==> src/rtl/ssd_pkg.sv <==
// ---------------------------------------------------------------------------
// ssd_pkg
// Shared definitions for the seven-segment display blocks.
//   MAX_DIGITS   : largest digit count a scan controller may be built with
//   DIGIT_IDX_W  : width of a digit index able to address MAX_DIGITS digits
//   SEG_BLANK    : high-active segment pattern with every segment dark
//   hex_to_seg() : nibble -> high-active glyph, bit order {g,f,e,d,c,b,a}
// ---------------------------------------------------------------------------
package ssd_pkg;

  localparam int unsigned MAX_DIGITS  = 8;
  localparam int unsigned DIGIT_IDX_W = 3;

  localparam logic [6:0] SEG_BLANK = 7'b000_0000;

  // Standard hex glyphs; b and d are drawn lower-case so they differ from 8 and 0.
  function automatic logic [6:0] hex_to_seg(input logic [3:0] nibble);
    logic [6:0] glyph;
    case (nibble)
      4'h0:    glyph = 7'b011_1111;
      4'h1:    glyph = 7'b000_0110;
      4'h2:    glyph = 7'b101_1011;
      4'h3:    glyph = 7'b100_1111;
      4'h4:    glyph = 7'b110_0110;
      4'h5:    glyph = 7'b110_1101;
      4'h6:    glyph = 7'b111_1101;
      4'h7:    glyph = 7'b000_0111;
      4'h8:    glyph = 7'b111_1111;
      4'h9:    glyph = 7'b110_1111;
      4'hA:    glyph = 7'b111_0111;
      4'hB:    glyph = 7'b111_1100;
      4'hC:    glyph = 7'b011_1001;
      4'hD:    glyph = 7'b101_1110;
      4'hE:    glyph = 7'b111_1001;
      4'hF:    glyph = 7'b111_0001;
      default: glyph = SEG_BLANK;
    endcase
    return glyph;
  endfunction

endpackage

==> src/rtl/ssd_hex_decoder.sv <==
// ---------------------------------------------------------------------------
// ssd_hex_decoder
// Combinational hex-to-seven-segment decoder (high-active glyph).
//   nibble_i : 4-bit hex value
//   seg_o    : {g,f,e,d,c,b,a}, 1 = segment lit
// ---------------------------------------------------------------------------
module ssd_hex_decoder
  import ssd_pkg::*;
(
  input  logic [3:0] nibble_i,
  output logic [6:0] seg_o
);

  assign seg_o = hex_to_seg(nibble_i);

endmodule

==> src/rtl/ssd_scan_ctrl.sv <==
// ---------------------------------------------------------------------------
// ssd_scan_ctrl
// Multiplexed N-digit seven-segment scan controller with decimal points,
// per-digit blanking, PWM brightness and frame-synchronous (tear-free)
// display updates.
//
// Ports
//   clk         : system clock, rising edge
//   rst_n       : asynchronous active-low reset
//   number      : 4*NUM_DIGITS hex nibbles, nibble 0 = rightmost digit
//   dp_in       : decimal point per digit, 1 = lit
//   blank_in    : per-digit force-blank, 1 = dark
//   load        : 1-cycle strobe capturing number/dp_in/blank_in
//   brightness  : PWM duty level, 0 = 1/2**BRIGHT_W, all ones = 100 %
//   seg         : segments {g,f,e,d,c,b,a}
//   dp          : decimal point segment
//   an          : digit enables, one-hot or all off
//   frame_start : 1-cycle pulse on the first cycle digit 0 is presented
//
// seg/dp/an are low-active when ACTIVE_LOW = 1, high-active otherwise;
// frame_start is always a high-active pulse.
//
// Build option: define SSD_LZB_EN to enable leading-zero blanking.
// ---------------------------------------------------------------------------
module ssd_scan_ctrl
  import ssd_pkg::*;
#(
  parameter int unsigned NUM_DIGITS   = 4,
  parameter int unsigned REFRESH_LOG2 = 18,
  parameter int unsigned BRIGHT_W     = 4,
  parameter bit          ACTIVE_LOW   = 1'b1
) (
  input  logic                      clk,
  input  logic                      rst_n,
  input  logic [4*NUM_DIGITS-1:0]   number,
  input  logic [NUM_DIGITS-1:0]     dp_in,
  input  logic [NUM_DIGITS-1:0]     blank_in,
  input  logic                      load,
  input  logic [BRIGHT_W-1:0]       brightness,
  output logic [6:0]                seg,
  output logic                      dp,
  output logic [NUM_DIGITS-1:0]     an,
  output logic                      frame_start
);

  localparam int unsigned IDX_W = DIGIT_IDX_W;
  localparam logic [IDX_W-1:0] LAST_IDX = IDX_W'(NUM_DIGITS - 1);

  // Physical OFF levels; XOR with these converts high-active to pin polarity.
  localparam logic [6:0]            SEG_OFF = ACTIVE_LOW ? 7'b111_1111 : 7'b000_0000;
  localparam logic                  DP_OFF  = ACTIVE_LOW;
  localparam logic [NUM_DIGITS-1:0] AN_OFF  = {NUM_DIGITS{ACTIVE_LOW}};

  // -------------------------------------------------------------------------
  // State
  // -------------------------------------------------------------------------
  logic [REFRESH_LOG2-1:0] slot_cnt_q, slot_cnt_d;
  logic [IDX_W-1:0]        digit_idx_q, digit_idx_d;

  logic [4*NUM_DIGITS-1:0] pend_num_q, pend_num_d;
  logic [NUM_DIGITS-1:0]   pend_dp_q, pend_dp_d;
  logic [NUM_DIGITS-1:0]   pend_blank_q, pend_blank_d;

  logic [4*NUM_DIGITS-1:0] act_num_q, act_num_d;
  logic [NUM_DIGITS-1:0]   act_dp_q, act_dp_d;
  logic [NUM_DIGITS-1:0]   act_blank_q, act_blank_d;

  logic [6:0]              seg_q, seg_d;
  logic                    dp_q, dp_d;
  logic [NUM_DIGITS-1:0]   an_q, an_d;
  logic                    frame_start_q, frame_start_d;

  // -------------------------------------------------------------------------
  // Combinational helpers
  // -------------------------------------------------------------------------
  logic                    slot_tc_s;
  logic                    frame_end_s;
  logic [BRIGHT_W-1:0]     phase_s;
  logic                    pwm_on_s;
  logic [3:0]              cur_nibble_s;
  logic                    cur_dp_s;
  logic                    cur_blank_s;
  logic                    suppress_s;
  logic                    an_on_s;
  logic [6:0]              glyph_s;
  logic [6:0]              seg_hi_s;
  logic                    dp_hi_s;
  logic [NUM_DIGITS-1:0]   an_hi_s;

  // Decoder for the digit currently being scanned
  ssd_hex_decoder u_hex_decoder (
    .nibble_i (cur_nibble_s),
    .seg_o    (glyph_s)
  );

  // Slot counter and digit index next-state
  always_comb begin
    slot_tc_s   = &slot_cnt_q;
    frame_end_s = slot_tc_s && (digit_idx_q == LAST_IDX);
    slot_cnt_d  = slot_cnt_q + REFRESH_LOG2'(1);
    digit_idx_d = digit_idx_q;
    if (frame_end_s) begin
      digit_idx_d = '0;
    end else if (slot_tc_s) begin
      digit_idx_d = digit_idx_q + IDX_W'(1);
    end else begin
      digit_idx_d = digit_idx_q;
    end
  end

  // Pending captures every load; active only moves at the frame boundary, and
  // taking pend_*_d there lets a coinciding load go straight to active.
  always_comb begin
    pend_num_d   = pend_num_q;
    pend_dp_d    = pend_dp_q;
    pend_blank_d = pend_blank_q;
    act_num_d    = act_num_q;
    act_dp_d     = act_dp_q;
    act_blank_d  = act_blank_q;
    if (load) begin
      pend_num_d   = number;
      pend_dp_d    = dp_in;
      pend_blank_d = blank_in;
    end else begin
      pend_num_d   = pend_num_q;
      pend_dp_d    = pend_dp_q;
      pend_blank_d = pend_blank_q;
    end
    if (frame_end_s) begin
      act_num_d   = pend_num_d;
      act_dp_d    = pend_dp_d;
      act_blank_d = pend_blank_d;
    end else begin
      act_num_d   = act_num_q;
      act_dp_d    = act_dp_q;
      act_blank_d = act_blank_q;
    end
  end

  // Select the current digit's data, apply PWM, blanking and zero suppression
  always_comb begin
    cur_nibble_s = 4'(act_num_q >> {digit_idx_q, 2'b00});
    cur_dp_s     = 1'(act_dp_q >> digit_idx_q);
    cur_blank_s  = 1'(act_blank_q >> digit_idx_q);

    // PWM phase is the top BRIGHT_W bits of the slot position
    phase_s  = slot_cnt_q[REFRESH_LOG2-1 -: BRIGHT_W];
    pwm_on_s = (phase_s <= brightness);

`ifdef SSD_LZB_EN
    // A digit is a leading zero when it and every digit above it are zero;
    // digit 0 is never suppressed so a zero value still shows "0".
    suppress_s = (digit_idx_q != '0) &&
                 ((act_num_q >> {digit_idx_q, 2'b00}) == '0);
`else
    suppress_s = 1'b0;
`endif

    // A suppressed digit keeps its anode only to show a requested dp
    an_on_s  = pwm_on_s && !cur_blank_s && (!suppress_s || cur_dp_s);
    seg_hi_s = (an_on_s && !suppress_s) ? glyph_s : SEG_BLANK;
    dp_hi_s  = an_on_s && cur_dp_s;
    an_hi_s  = an_on_s ? (NUM_DIGITS'(1'b1) << digit_idx_q) : '0;

    seg_d         = seg_hi_s ^ SEG_OFF;
    dp_d          = dp_hi_s ^ DP_OFF;
    an_d          = an_hi_s ^ AN_OFF;
    frame_start_d = (slot_cnt_q == '0) && (digit_idx_q == '0);
  end

  // Scan counters
  always_ff @(posedge clk or negedge rst_n) begin
    if (!rst_n) begin
      slot_cnt_q  <= '0;
      digit_idx_q <= '0;
    end else begin
      slot_cnt_q  <= slot_cnt_d;
      digit_idx_q <= digit_idx_d;
    end
  end

  // Pending and active display data
  always_ff @(posedge clk or negedge rst_n) begin
    if (!rst_n) begin
      pend_num_q   <= '0;
      pend_dp_q    <= '0;
      pend_blank_q <= '0;
      act_num_q    <= '0;
      act_dp_q     <= '0;
      act_blank_q  <= '0;
    end else begin
      pend_num_q   <= pend_num_d;
      pend_dp_q    <= pend_dp_d;
      pend_blank_q <= pend_blank_d;
      act_num_q    <= act_num_d;
      act_dp_q     <= act_dp_d;
      act_blank_q  <= act_blank_d;
    end
  end

  // Output registers, reset to the OFF level of the pin polarity
  always_ff @(posedge clk or negedge rst_n) begin
    if (!rst_n) begin
      seg_q         <= SEG_OFF;
      dp_q          <= DP_OFF;
      an_q          <= AN_OFF;
      frame_start_q <= 1'b0;
    end else begin
      seg_q         <= seg_d;
      dp_q          <= dp_d;
      an_q          <= an_d;
      frame_start_q <= frame_start_d;
    end
  end

  assign seg         = seg_q;
  assign dp          = dp_q;
  assign an          = an_q;
  assign frame_start = frame_start_q;

endmodule

==> config.mk <==
export PLATFORM = sky130hd
export DESIGN_NAME = ssd_scan_ctrl
export DESIGN_NICKNAME = d
export VERILOG_FILES = /design/src/rtl/ssd_pkg.sv /design/src/rtl/ssd_hex_decoder.sv /design/src/rtl/ssd_scan_ctrl.sv
export SDC_FILE = /design/constraint.sdc
export NUM_CORES = 1
export LEC_CHECK = 0
export ABC_AREA = 1
export CAP_MARGIN = 30
export CORE_MARGIN = 5
export CORE_UTILIZATION = 47
export DETAILED_ROUTE_END_ITERATION = 12
export GPL_TIMING_DRIVEN = 1
export PLACE_DENSITY = 0.68
export SYNTH_ARGS = -nofsm -noshare
export SYNTH_HDL_FRONTEND = slang
export SYNTH_HIERARCHICAL = 1
export SYNTH_SLANG_ARGS = --single-unit
==> constraint.sdc <==
create_clock -name clk -period 3.1 [get_ports clk]
set_clock_uncertainty 0.15 [all_clocks]
set_input_delay 0.62 -clock clk [delete_from_list [all_inputs] [get_ports clk]]
set_output_delay 0.62 -clock clk [all_outputs]
set_load 0.01 [all_outputs]
==> metrics, run 1 <==
outcome finished, final reports clean; beginning of the critical path digit_idx_q[0]$_DFFE_PN0P_; worst r2r path cells 10; Seq. cell area 2070 um2; Setup violations, final 0; Core Box Area 8300 um2; Worst Hold Class primary input to async pin; n_diodes 0; htree depth 3; row cnt 33; clk buf depth 2; Mapped Area 4050 um2; Rel. slew slack 41.4%; pwr dens 401 nW/um2; CP endpoint kind flop; slowest stage delay, CP roughly 0.56 ns; Cells after Synth 485; Initial Util 48.8%; CTS tree built; post-route ant nets 0; Synth Area per Inst 8.35 um2; Congestion Overflow GR 0; CP Class flop to flop; worst-path cell chain inv_1 > o21ai_0 > a21oi_1 > inv_1 > ha_1 > nand2_1 > o21ai_0 > nand2_1 > nand2_1 > nand3_1; syn nets approximately 530; layout cells sized above 1 7.97%; root buffer cell clkbuf_8; first-pass GRT wire length 13900 um; Period minus WS final 2.60 ns; DRT iter0 DRCs 143; Tot Pwr 1.89 mW; most common cell after layout, fill and taps aside nand2_1; multi-input logic area 1660 um2; PostCTS Resize Cnt 0; most frequent cells in the layout 141 x nand2_1, 70 x dfrtp_1, 53 x inv_1, 42 x clkdlybuf4s50_1, 39 x nor2_1; largest net degree at the start of global routing 73; RSZ-0062 raised after global routing false; routability cong. about 0.94; Setup TNS 0 ns; CP Launch Type flop; area delta synth->final 16.4%; Buffers & Inverters on Critical Path 2; R2R Setup Slk 0.50 ns; initial antenna violation count 0; GRT Total Usage 16.5%; I/O pin count 44; input/output buffers 43; TritonCTS buffer count 9; RR Endpoint seg[3]$_DFF_PN1_; worst slew pin tran ~0.88 ns; DR pass1 iterations 4; Max Cap Viol 0; DP Worst Slack about 0.58 ns; fin crit share between 80 and 90%; # fillers 752; Die H 103 um; final hold vios 0; DP Wirelength 5640 um; # DRC 0; clock latency on the worst-skew pair approximately 0.35 ns; CP Data Arrival Time 2.69 ns; Max VDD drop 0.288 mV; sequential share of the synthesized area 51.1%; hold slack 0.229 ns; post-synth cell types 25; post-CTS setup buffers 0; CTS clk-pin slew, worst paths ~0.08 ns; Critical Path Most Common Cell nand2_1; Worst path slowest cell dfrtp_1; reg2reg start digit_idx_q[0]$_DFFE_PN0P_; Worst Path Max Fanout 17; critical path's top delay family compound AO/OA/AOI/OAI gates; CP required 3.20 ns; final worst slack 0.502 ns; fmax 0.385 GHz; total wire length 7750 um; # nets final 572; routed len/inst 12.3 um; vias in the first global route 3097; die width approximately 100 um; leakage roughly 2.3 nW; Yosys warning total 6; Via density 4.93; count of final max-slew check failures 0; Post-CTS Hold Buffers 0; Sinks on Clock Net 82; DIE AREA 10600 um2; synthesized flop and latch total 82; overall via count from detail_route 3114
[stage by stage]
stage | cells | instance area (um2) | utilization (%)
floorplan | 485 | 4050 | -
global placement | 617 | 4540 | 54.7
detailed placement | 617 | 4540 | 54.7
CTS | 632 | 4710 | 56.7
global route | 632 | 4710 | 56.7
finish | 632 | 4710 | 56.7
[worst max-delay path by stage]
| stage | cells past startpoint | endpoint |
|---|---|---|
| floorplan | 12 | seg[3]$_DFF_PN1_ |
| global placement | 10 | seg[3]$_DFF_PN1_ |
| detailed placement | 10 | seg[3]$_DFF_PN1_ |
| CTS | 10 | seg[3]$_DFF_PN1_ |
| global route | 10 | seg[3]$_DFF_PN1_ |
| finish | 10 | seg[3]$_DFF_PN1_ |
[report_power, final]
group	switching (mW)	internal (mW)	leakage (nW)	total, mW
combinational	0.0589	0.0494	1.25	0.108
clock	0.366	0.309	0.0814	0.675
sequential	0.00680	1.10	0.921	1.10
[logic make-up after synthesis]
family / share of synthesized area (%)
fa+ha+maj: 5.56
compound gates: 5.50
buf+inv: 7.98
flops: 51.1
simple gates: 26.9
xor+xnor: 3.03
[registers in the layout, indices dropped and copies added (netlist names)]
signal / flops
slot_cnt_q: 18
an: 4
seg: 7
act_blank_q: 4
pend_dp_q: 4
frame_start: 1
pend_blank_q: 4
act_dp_q: 4
digit_idx_q: 3
pend_num_q: 16
act_num_q: 16
dp: 1
[metal layers]
metal	vias up	wire length (um)	track usage, %
met3	7	370	4.67
met1	1420	3710	22.0
met2	70	3610	26.8
met4	0	67	3.78
met5	-	0	0
li1	1617	-	-
[area by class of cell]
class	count	area share, %
flip-flops and latches	82	43.9
multi-input cells	325	35.2
repair buffers	49	10.0
inverters	56	4.46
clock buffers	11	3.00
well taps	105	2.79
clock inverters	4	0.611
[synth_stat cells]
master | count | area share, %
nand3b_1 | 3 | 0.56
clkinv_1 | 1 | 0.093
o211ai_1 | 1 | 0.19
nor2_4 | 2 | 0.56
nand3_2 | 1 | 0.25
xnor2_1 | 1 | 0.22
buf_4 | 1 | 0.19
buf_2 | 9 | 1.1
nand2_2 | 3 | 0.46
nor2_1 | 39 | 3.6
o21ai_0 | 36 | 4.5
nor2_2 | 1 | 0.15
nand4_1 | 29 | 4.5
ha_1 | 18 | 5.6
inv_2 | 2 | 0.19
inv_1 | 53 | 4.9
xor2_1 | 13 | 2.8
dfstp_2 | 12 | 7.8
clkbuf_1 | 10 | 0.93
a21oi_1 | 7 | 0.87
dfrtp_1 | 70 | 43
nand3_1 | 27 | 3.3
buf_6 | 2 | 0.56
nor3_1 | 3 | 0.37
nand2_1 | 141 | 13
No activity file was read; power rests on OpenSTA's default activity.
==> run 2, diff against run 1 <==
==> constraint.sdc (replaced) <==
create_clock -name clk -period 2.63 [get_ports clk]
set_clock_uncertainty 0.15 [all_clocks]
set_input_delay 0.526 -clock clk [delete_from_list [all_inputs] [get_ports clk]]
set_output_delay 0.526 -clock clk [all_outputs]
set_load 0.01 [all_outputs]
==> run 2 against run 1 <==
Sequential cell count is the same. Die area is the same. Register-to-register slack lost 0.19 ns. Via count grew 1.8%. Fmax grew 12%. Critical path depth is the same. First-iteration DRC count shrank 13%. Cell count grew 0.95%. Largest cell class unchanged. Highest routed layer unchanged.
==> metrics, run 2 (synthesis results as in run 1) <==
worst-path cell chain inv_1 > o21ai_0 > a21oi_1 > inv_1 > ha_1 > nand2_1 > o21ai_0 > nand2_1 > nand2_1 > nand3_1 (unchanged); Largest Register slot_cnt_q (unchanged); most common cell after layout, fill and taps aside nand2_1 (unchanged); Sinks on Clock Net 82 (unchanged); pwr dens 485 nW/um2 (was 401 nW/um2); routed len/inst 12.6 um (was 12.3 um); DRT iter0 DRCs 125 (was 143); DR pass1 iterations 4 (unchanged); Critical Path Most Common Cell nand2_1 (unchanged); largest net degree at the start of global routing 49 (was 73); most frequent cells in the layout 141 x nand2_1, 70 x dfrtp_1, 53 x inv_1, 42 x clkdlybuf4s50_1, 39 x nor2_1 (unchanged); Max VDD drop 0.354 mV (was 0.288 mV); Initial Util 48.8% (unchanged); Worst Path Max Fanout 14 (was 17); root buffer cell clkbuf_8 (unchanged); input/output buffers 43 (unchanged); layout cells sized above 1 8.63% (was 7.97%); Core Box Area 8300 um2 (unchanged); Rel. slew slack 61.4% (was 41.4%); CP endpoint kind flop (unchanged); final worst slack 0.313 ns (was 0.502 ns); # nets final 578 (was 572); CP Data Arrival Time 2.42 ns (was 2.69 ns); clock latency on the worst-skew pair 0.34 ns (was 0.35 ns); Worst path slowest cell dfrtp_1 (unchanged); total wire length 8040 um (was 7750 um); DIE AREA 10600 um2 (unchanged); DP Wirelength 5950 um (was 5640 um); final hold vios 0 (unchanged); Congestion Overflow GR 0 (unchanged); n_diodes 0 (unchanged); reg2reg start digit_idx_q[0]$_DFFE_PN0P_ (unchanged); Die H 103 um (unchanged); Period minus WS final 2.32 ns (was 2.60 ns); DP Worst Slack 0.341 ns (was 0.580 ns); I/O pin count 44 (unchanged); fmax 0.432 GHz (was 0.385 GHz); routability cong. 0.874 (was 0.940); overall via count from detail_route 3170 (was 3114); die width 103 um (unchanged); GRT Total Usage 17.0% (was 16.5%); htree depth 3 (unchanged); TritonCTS buffer count 9 (unchanged); post-route ant nets 0 (unchanged); Worst Hold Class flop to flop (was primary input to async pin); CTS clk-pin slew, worst paths 0.08 ns (about the same); CP required 2.74 ns (was 3.20 ns); first-pass GRT wire length 14300 um (was 13900 um); hold path startpoint act_num_q[6]$_DFFE_PN0P_; Via density 4.97 (was 4.93); RSZ-0062 raised after global routing false (unchanged); area delta synth->final 17.9% (was 16.4%); worst slew pin tran 0.579 ns (was 0.879 ns); outcome finished, final reports clean (unchanged); vias in the first global route 3211 (was 3097); PostCTS Resize Cnt 0 (unchanged); initial antenna violation count 0 (unchanged); leakage 2.29 nW (was 2.25 nW); # DRC 0 (unchanged); clk buf depth 2 (unchanged); CTS tree built (unchanged); row cnt 33 (unchanged); CP Class flop to flop (unchanged); CP Launch Type flop (unchanged); beginning of the critical path digit_idx_q[0]$_DFFE_PN0P_ (unchanged); Max Cap Viol 0 (unchanged); Setup violations, final 0 (unchanged); Top Registers slot_cnt_q x18, act_num_q x16, pend_num_q x16 (unchanged); Setup TNS 0 ns (unchanged); fin crit share 88.1% (was 83.8%); slowest stage delay, CP 0.42 ns (was 0.56 ns); number of flip-flops in the largest register 18 (unchanged); count of final max-slew check failures 0 (unchanged)
==> run 2: changes by cell type in the layout (fill, tap and decap cells not counted), sizes merged <==
cell	change
dlygate4sd3	+1
clkinvlp	-2
clkbuf	+1
bufinv	+1
buf	+5
==> run 2: area by class of cell <==
cell class,instances,area (um2)
multi-input combinational,325,1660
tap,105,131
inverter,56,210
clock inverter,3,40.0
fill,745,3530
clock buffer,12,145
timing repair buffer,55,520
sequential,82,2070
==> run 2: worst max-delay path: cells and delay by family, from the launching register on <==
family / cells / cell delay (ns)
adder cells (fa/ha/maj): 1 / 0.30
buffers and inverters: 2 / 0.46
AO/OA/AOI/OAI: 3 / 0.60
AND/OR/NAND/NOR: 4 / 0.28
flip-flops: 1 / 0.42
==> run 2: layer usage <==
layer / wire (um) / up-vias / GRT usage (%)
met5: 0 / - / 0
met3: 392 / 11 / 3.72
met1: 3700 / 1476 / 22.1
li1: - / 1621 / -
met4: 106 / 0 / 5.48
met2: 3840 / 62 / 28.4
==> run 2: power breakdown <==
group,internal [mW],leakage (nW),switching (mW),total (mW)
Combinational,0.0604,1.28,0.0716,0.132
Clock,0.458,0.0962,0.421,0.879
Sequential,1.29,0.921,0.00848,1.30
==> run 2: final timing paths <==
kind                       slack, ns                       end  cells past startpoint
max in group asynchronous       1.13          seg[6]$_DFF_PN1_                      3
hold reg to reg                 0.32  act_num_q[6]$_DFFE_PN0P_                      2
setup reg to reg                0.31          seg[3]$_DFF_PN1_                     10
setup / recovery                0.31          seg[3]$_DFF_PN1_                     10
hold / removal                  0.32  act_num_q[6]$_DFFE_PN0P_                      2
min in group asynchronous       0.52  slot_cnt_q[10]$_DFF_PN0_                      2
==> run 2: through the flow <==
stage / util (%) / power (mW) / hold slack [ns] / cells / area, um2
floorplan: - / 1.37 / 0.0804 / 485 / 4050
global placement: 55.1 / 1.46 / 0.306 / 622 / 4580
detailed placement: 55.1 / 1.46 / 0.308 / 622 / 4580
CTS: 57.5 / 2.35 / 0.327 / 638 / 4770
global route: 57.5 / 2.43 / 0.351 / 638 / 4770
finish: 57.5 / 2.31 / 0.319 / 638 / 4770
==> run 2: what timing repair did <==
item	in CTS	in global routing
hold buffers	1	0
buffers inserted	0	0
endpoints found under the hold margin	20	0
